File: src/rtl/pll_phase_shift_sequencer_pkg.sv
// Shared definitions for the PLL phase-shift sequencer:
//   - default parameter values
//   - sequencer state enum and its encoding width
//   - cnt_w(): counter width helper that never returns zero
package pll_phase_shift_sequencer_pkg;

  localparam int DEF_PLL_COUNT = 4;
  localparam int DEF_STEP_W    = 8;
  localparam int DEF_SEL_W     = 3;
  localparam int DEF_STEP_HOLD = 2;
  localparam int DEF_TIMEOUT   = 255;

  localparam int STATE_W = 3;

  typedef enum logic [STATE_W-1:0] {
    S_IDLE      = 3'd0,
    S_STEP      = 3'd1,
    S_WAIT_LOW  = 3'd2,
    S_WAIT_HIGH = 3'd3,
    S_NEXT      = 3'd4,
    S_FINISH    = 3'd5,
    S_FAIL      = 3'd6
  } state_e;

  // Width of a counter/index that must hold values 0..n-1.
  function automatic int cnt_w(input int n);
    return (n > 1) ? $clog2(n) : 1;
  endfunction

endpackage

File: src/rtl/pll_phase_shift_sequencer_phasedone.sv
// phasedone_sync: 2-flop synchroniser for one asynchronous phasedone bit.
//   clk   : destination clock
//   rst_n : asynchronous active-low reset, clears both flops
//   d     : asynchronous input
//   q     : synchronised output (2 cycles of latency)
module phasedone_sync (
  input  logic clk,
  input  logic rst_n,
  input  logic d,
  output logic q
);

  logic meta;

  always_ff @(posedge clk or negedge rst_n) begin
    if (!rst_n) begin
      meta <= 1'b0;
      q    <= 1'b0;
    end else begin
      meta <= d;
      q    <= meta;
    end
  end

endmodule

File: src/rtl/pll_phase_shift_sequencer.sv
// pll_phase_shift_sequencer: issues a requested number of phase steps to one
// of PLL_COUNT PLLs, handshaking each step on that PLL's phasedone.
//   i_clk, i_rst_n : clock, asynchronous active-low reset
//   i_start        : request strobe (ignored while o_busy)
//   i_pll_sel      : target PLL index; out-of-range index fails the request
//   i_steps        : number of steps; 0 completes at once
//   i_updown       : direction, latched to o_phaseupdown
//   i_cnt_sel      : counter select, latched to o_cntsel
//   i_phasedone    : per-PLL phasedone (asynchronous, synchronised here)
//   o_phasestep    : per-PLL phasestep, only the selected bit ever pulses
//   o_busy         : request in progress
//   o_done/o_error : one-cycle completion / failure pulses
//   o_steps_done   : steps completed in the current or last request
module pll_phase_shift_sequencer
  import pll_phase_shift_sequencer_pkg::*;
#(
  parameter int PLL_COUNT = DEF_PLL_COUNT,
  parameter int STEP_W    = DEF_STEP_W,
  parameter int SEL_W     = DEF_SEL_W,
  parameter int STEP_HOLD = DEF_STEP_HOLD,
  parameter int TIMEOUT   = DEF_TIMEOUT
) (
  input  logic                          i_clk,
  input  logic                          i_rst_n,
  input  logic                          i_start,
  input  logic [cnt_w(PLL_COUNT)-1:0]   i_pll_sel,
  input  logic [STEP_W-1:0]             i_steps,
  input  logic                          i_updown,
  input  logic [SEL_W-1:0]              i_cnt_sel,
  input  logic [PLL_COUNT-1:0]          i_phasedone,
  output logic [PLL_COUNT-1:0]          o_phasestep,
  output logic                          o_phaseupdown,
  output logic [SEL_W-1:0]              o_cntsel,
  output logic                          o_busy,
  output logic                          o_done,
  output logic                          o_error,
  output logic [STEP_W-1:0]             o_steps_done
);

  localparam int PSEL_W = cnt_w(PLL_COUNT);
  localparam int HOLD_W = cnt_w(STEP_HOLD);
  localparam int TMO_W  = cnt_w(TIMEOUT);

  state_e                state_q, state_d;
  logic [PSEL_W-1:0]     pll_q;
  logic [STEP_W-1:0]     steps_q;
  logic                  updown_q;
  logic [SEL_W-1:0]      cnt_q;
  logic [STEP_W-1:0]     steps_done_q;
  logic [HOLD_W-1:0]     hold_q;
  logic [TMO_W-1:0]      tmo_q;
  logic [PLL_COUNT-1:0]  pd_sync;
  logic [PLL_COUNT-1:0]  pll_onehot;
  logic                  pd_sel;
  logic                  sel_ok;
  logic                  hold_last;
  logic                  tmo_last;
  logic                  steps_last;

  phasedone_sync u_sync [PLL_COUNT-1:0] (
    .clk   (i_clk),
    .rst_n (i_rst_n),
    .d     (i_phasedone),
    .q     (pd_sync)
  );

  // Select through a one-hot mask so an out-of-range latched index can never
  // produce an out-of-bounds access; such requests never leave IDLE->FAIL.
  assign pll_onehot = PLL_COUNT'(1) << pll_q;
  assign pd_sel     = |(pd_sync & pll_onehot);
  assign sel_ok     = 32'(i_pll_sel) < PLL_COUNT;
  assign hold_last  = hold_q == HOLD_W'(STEP_HOLD - 1);
  assign tmo_last   = tmo_q == TMO_W'(TIMEOUT - 1);
  assign steps_last = (steps_done_q + STEP_W'(1)) == steps_q;

  // State register
  always_ff @(posedge i_clk or negedge i_rst_n) begin
    if (!i_rst_n) state_q <= S_IDLE;
    else          state_q <= state_d;
  end

  // Next state. The timeout counter runs across both wait states; on the last
  // allowed cycle the falling edge alone is not enough (the step still needs
  // its rising edge), but a rising edge seen then completes the step.
  always_comb begin
    state_d = state_q;
    unique case (state_q)
      S_IDLE: begin
        if (i_start) begin
          if (!sel_ok)                state_d = S_FAIL;
          else if (i_steps == '0)     state_d = S_FINISH;
          else                        state_d = S_STEP;
        end
      end
      S_STEP:      if (hold_last) state_d = S_WAIT_LOW;
      S_WAIT_LOW: begin
        if (tmo_last)     state_d = S_FAIL;
        else if (!pd_sel) state_d = S_WAIT_HIGH;
      end
      S_WAIT_HIGH: begin
        if (pd_sel)        state_d = S_NEXT;
        else if (tmo_last) state_d = S_FAIL;
      end
      S_NEXT:      state_d = steps_last ? S_FINISH : S_STEP;
      S_FINISH:    state_d = S_IDLE;
      S_FAIL:      state_d = S_IDLE;
      default:     state_d = S_IDLE;
    endcase
  end

  // Outputs are decoded from state alone so reset removes them immediately.
  always_comb begin
    o_phasestep = '0;
    o_busy      = 1'b0;
    o_done      = 1'b0;
    o_error     = 1'b0;
    if (state_q == S_STEP) o_phasestep = pll_onehot;
    if (state_q != S_IDLE) o_busy      = 1'b1;
    if (state_q == S_FINISH) o_done    = 1'b1;
    if (state_q == S_FAIL)   o_error   = 1'b1;
  end

  // Request fields, step counter, hold and timeout counters
  always_ff @(posedge i_clk or negedge i_rst_n) begin
    if (!i_rst_n) begin
      pll_q        <= '0;
      steps_q      <= '0;
      updown_q     <= 1'b0;
      cnt_q        <= '0;
      steps_done_q <= '0;
      hold_q       <= '0;
      tmo_q        <= '0;
    end else begin
      if (state_q == S_IDLE && i_start) begin
        pll_q        <= i_pll_sel;
        steps_q      <= i_steps;
        updown_q     <= i_updown;
        cnt_q        <= i_cnt_sel;
        steps_done_q <= '0;
      end
      if (state_q == S_NEXT) steps_done_q <= steps_done_q + STEP_W'(1);
      hold_q <= (state_q == S_STEP) ? hold_q + HOLD_W'(1) : '0;
      tmo_q  <= (state_q == S_WAIT_LOW || state_q == S_WAIT_HIGH) ? tmo_q + TMO_W'(1) : '0;
    end
  end

  assign o_phaseupdown = updown_q;
  assign o_cntsel      = cnt_q;
  assign o_steps_done  = steps_done_q;

endmodule

File: config.mk
export PLATFORM = sky130hd
export DESIGN_NAME = pll_phase_shift_sequencer
export DESIGN_NICKNAME = d
export VERILOG_FILES = /design/src/rtl/pll_phase_shift_sequencer_pkg.sv /design/src/rtl/pll_phase_shift_sequencer_phasedone.sv /design/src/rtl/pll_phase_shift_sequencer.sv
export SDC_FILE = /design/constraint.sdc
export NUM_CORES = 1
export LEC_CHECK = 0
export CAP_MARGIN = 30
export CORE_ASPECT_RATIO = 1.4
export CORE_MARGIN = 3
export CORE_UTILIZATION = 40
export CTS_CLUSTER_DIAMETER = 60
export DETAILED_ROUTE_END_ITERATION = 16
export GPL_TIMING_DRIVEN = 0
export HOLD_SLACK_MARGIN = 0.06
export SYNTH_ARGS = -nofsm -noshare
export SYNTH_HDL_FRONTEND = slang
export SYNTH_SLANG_ARGS = --single-unit
File: constraint.sdc
create_clock -name i_clk -period 2.4 [get_ports i_clk]
set_input_delay 0.48 -clock i_clk [delete_from_list [all_inputs] [get_ports i_clk]]
set_output_delay 0.48 -clock i_clk [all_outputs]
set_load 0.03 [all_outputs]
==> summary.md <==
| Metric | Value |
|---|---|
| Run status | `complete, no violations` |
| Nets | `255` |
| Post-synth EDFFs | `0` |
| Crit path DAT | `1750 ps` |
| Sw Pwr | `1.16 mW` |
| Peak VDD IR | `0.000685 V` |
| GPL Wtd Cong | `0.858` |
| Total global routing track utilization | `0.160` |
| Die W | `65.8 µm` |
| Starting Density | `0.427` |
| #FFs+latches synth | `42` |
| Core area | `4680 µm²` |
| DP HPWL | `3310 µm` |
| Max Cap Violations | `0` |
| Post-layout util | `0.551` |
| Top cells by instance count after synthesis | `dfrtp_1 (42), nor2_1 (18), mux2_2 (16)` |
| Fillers | `419` |
| CTS sink count | `42` |
| Clk pwr share | `0.180` |
| Final period utilization | `0.929` |
| Logic pwr share | `0.436` |
| CP endpoint kind | `primary output` |
| Syn nets | `210` |
| Crit path kind | `reg -> out` |
| Die H | `89.7 µm` |
| P_int | `1.84 mW` |
| TritonCTS clock tree | `built` |
| Crit path max fanout | `10` |
| P per Cell Area | `1160 nW/µm²` |
| Layout cell share with drive strength beyond 1 | `0.155` |
| Site Rows | `29` |
| Port bufs | `39` |
| WL per Instance | `14.7 µm` |
| Crit-path max cell delay | `400 ps` |
| Clock transition at path regs | `80 ps` |
| Syn. warnings | `0` |
| Synth unique cells | `39` |
| Antenna-violating nets left | `0` |
| Deepest clock path buffer count | `2` |
| Asr flop ratio synth | `1.00` |
| Vias in the first global route | `1,563` |
| H-tree Lvls | `2` |
| Drt total wl | `4320 µm` |
| Sw Ratio | `0.388` |
| Avg Synthesized Cell Area | `10.8 µm²` |
| First-pass GRT wire length | `7180 µm` |
| Final hold vios | `0` |
| Largest net degree at the start of global routing | `43` |
| Worst EP required | `1920 ps` |
| Startpoint Class | `flop` |
| DIE AREA | `5900 µm²` |
| Worst Hold Class | `in -> async` |
| Sequential area share after synthesis | `0.525` |
| RSZ-0062 raised after global routing | `no` |
| Synth area leader | `dfrtp_1` |
| Prevailing post-synth register cell | `dfrtp_1` |
| Post-synth top area share | `0.525` |
| Fin crit period | `2230 ps` |
| Slowest-stage cell, CP | `dfrtp_1` |
| Ant diodes | `0` |
| Synth Cell Area | `2000 µm²` |
| Setup violators final | `0` |
| Ports | `40` |
| Most common cell in the netlist | `dfrtp_1` |
| Grt ovf | `0` |
| TritonCTS buffer count | `5` |
| Vias per inst | `5.30` |
| Worst-Skew Late Latency | `290 ps` |
| # DRC | `0` |
| First DRT Iteration DRCs | `90` |
| Leak Pwr | `1.13 nW` |
| Synthesized instance count | `186` |
| Area grow syn2layout | `28.8%` |
| Root Driver | `clkbuf_8` |
| Setup Skew | `4.39 ps` |
| Slew Limit Fails | `0` |
| Drt pass-1 iters | `4` |
| Fmax | `448 MHz` |
| Placed inst area | `2460 µm²` |
| Initial antenna violation count | `0` |
| Crit path cell chain | `clkbuf_1 > nor3b_2 > nand2_1 > nor2_1 > dlygate4sd2_1` |
| Slew @ Worst Pin | `939 ps` |
| Reg power frac | `0.383` |
| Design Area, Final | `2580 µm²` |
| DR vias | `1,557` |
| Slew Limit Headroom | `0.374` |
| Top cells by area, synth | `dfrtp_1 (53%), mux2_2 (9.0%), nor2_1 (3.4%)` |
| Setup bufs post-CTS | `0` |
[layer usage]
layer / global-route usage / vias to the layer above / share of wire / routed length (µm)
met5: 0 / - / 0 / 0
met1: 0.191 / 758 / 0.41 / 1760
met2: 0.288 / 43 / 0.54 / 2320
li1: - / 751 / - / -
met3: 0.0299 / 5 / 0.041 / 176
met4: 0.0509 / 0 / 0.014 / 60
[power by group through the flow]
stage | sequential [mW] | combinational, mW | clock (mW)
after global routing | 1.19 | 1.44 | 0.592
after floorplan | 1.23 | 0.798 | 0
after global placement | 1.13 | 1.32 | 0
after CTS | 1.15 | 1.32 | 0.558
final | 1.15 | 1.31 | 0.540
after detailed placement | 1.15 | 1.35 | 0
[logic make-up after synthesis]
group,after synthesis,share of synthesized area
xor gates and xnor gates,13,0.0569
buffers and inverters,12,0.0256
DFF,42,0.525
muxes,19,0.111
AOI/OAI and AO/OA,31,0.0976
adders and majority gates,3,0.0188
and+or+nand+nor,66,0.164
[what timing repair did]
action | CTS | global route
endpoints found under the hold margin | 0 | 0
hold buffers | 0 | 0
resized for setup | 6 | 4
endpoints found under the setup margin | 6 | 3
[flip-flops by register name, summed over array words and instances, names as in the netlist]
register       cells
o_steps_done       8
steps_q            8
tmo_q              8
u_sync.meta        4
u_sync.q           4
o_cntsel           3
state_q            3
pll_q              2
hold_last          1
o_phaseupdown      1
[final timing paths]
path,from,endpoint,slack (ps),cells after the start
worst min register to register,u_sync[0].meta,u_sync[0].q,360,0
worst min-delay path,i_rst_n,o_steps_done[0],330,1
min in group i_clk,u_sync[0].meta,u_sync[0].q,360,0
max in group asynchronous,i_rst_n,state_q[0],1430,1
worst max register to register,state_q[0],state_q[2],440,6
worst max-delay path,state_q[2],o_phasestep[1],170,5
[cells in the final DEF (no fill, tap or decap), types with 2 or more instances in the layout]
| cell type | synthesis | layout |
|---|---|---|
| a21oi_1 | 5 | 5 |
| a31oi_1 | 2 | 2 |
| and3_1 | 4 | 4 |
| buf_2 | 4 | 5 |
| clkbuf_2 | 1 | 2 |
| clkbuf_8 | 0 | 5 |
| clkdlybuf4s50_1 | 0 | 32 |
| clkinv_2 | 0 | 2 |
| dfrtp_1 | 42 | 41 |
| dlygate4sd2_1 | 0 | 3 |
| dlymetal6s2s_1 | 0 | 2 |
| ha_1 | 3 | 3 |
| inv_1 | 4 | 4 |
| mux2_2 | 16 | 16 |
| mux2i_1 | 2 | 2 |
| nand2_1 | 15 | 15 |
| nand3_1 | 5 | 5 |
| nand4_1 | 2 | 2 |
| nor2_1 | 18 | 18 |
| nor3_1 | 6 | 6 |
| nor3b_1 | 4 | 3 |
| nor4_1 | 2 | 2 |
| o21ai_0 | 12 | 12 |
| o31ai_1 | 2 | 2 |
| or3_1 | 5 | 5 |
| xnor2_1 | 7 | 7 |
| xor2_1 | 6 | 6 |
[metrics by stage]
| stage | worst slack, ps | cells | power [mW] | hold slack (ps) | setup TNS (ps) |
|---|---|---|---|---|---|
| 6_report | 170 | 294 | 3.00 | 330 | 0 |
| 5_1_grt | 0.999 | 294 | 3.23 | 364 | 0 |
| 4_1_cts | 81.0 | 294 | 3.03 | 358 | 0 |
| 3_5_place_dp | -50.9 | 287 | 2.50 | 342 | -125 |
| 3_3_place_gp | -146 | 287 | 2.45 | 332 | -6060 |
| 2_1_floorplan | 491 | 186 | 2.03 | 184 | 0 |
[cell type report]
cell class	instances	area, µm²	share of cell area
buffer	7	33.8	0.0131
clock buffer	5	68.8	0.0267
clock inverter	3	40.0	0.0155
tap	62	77.6	0.0301
multi-input combinational	132	903	0.350
timing repair buffer	39	387	0.150
sequential	42	1050	0.408
inverter	4	15.0	0.00583
[worst max-delay path, delay by kind of cell, from the launching register on]
family | cells | cell delay (ps)
buffers and inverters | 2 | 620
and+or+nand+nor | 3 | 440
DFF | 1 | 400
(Power assumes the default switching activity.)
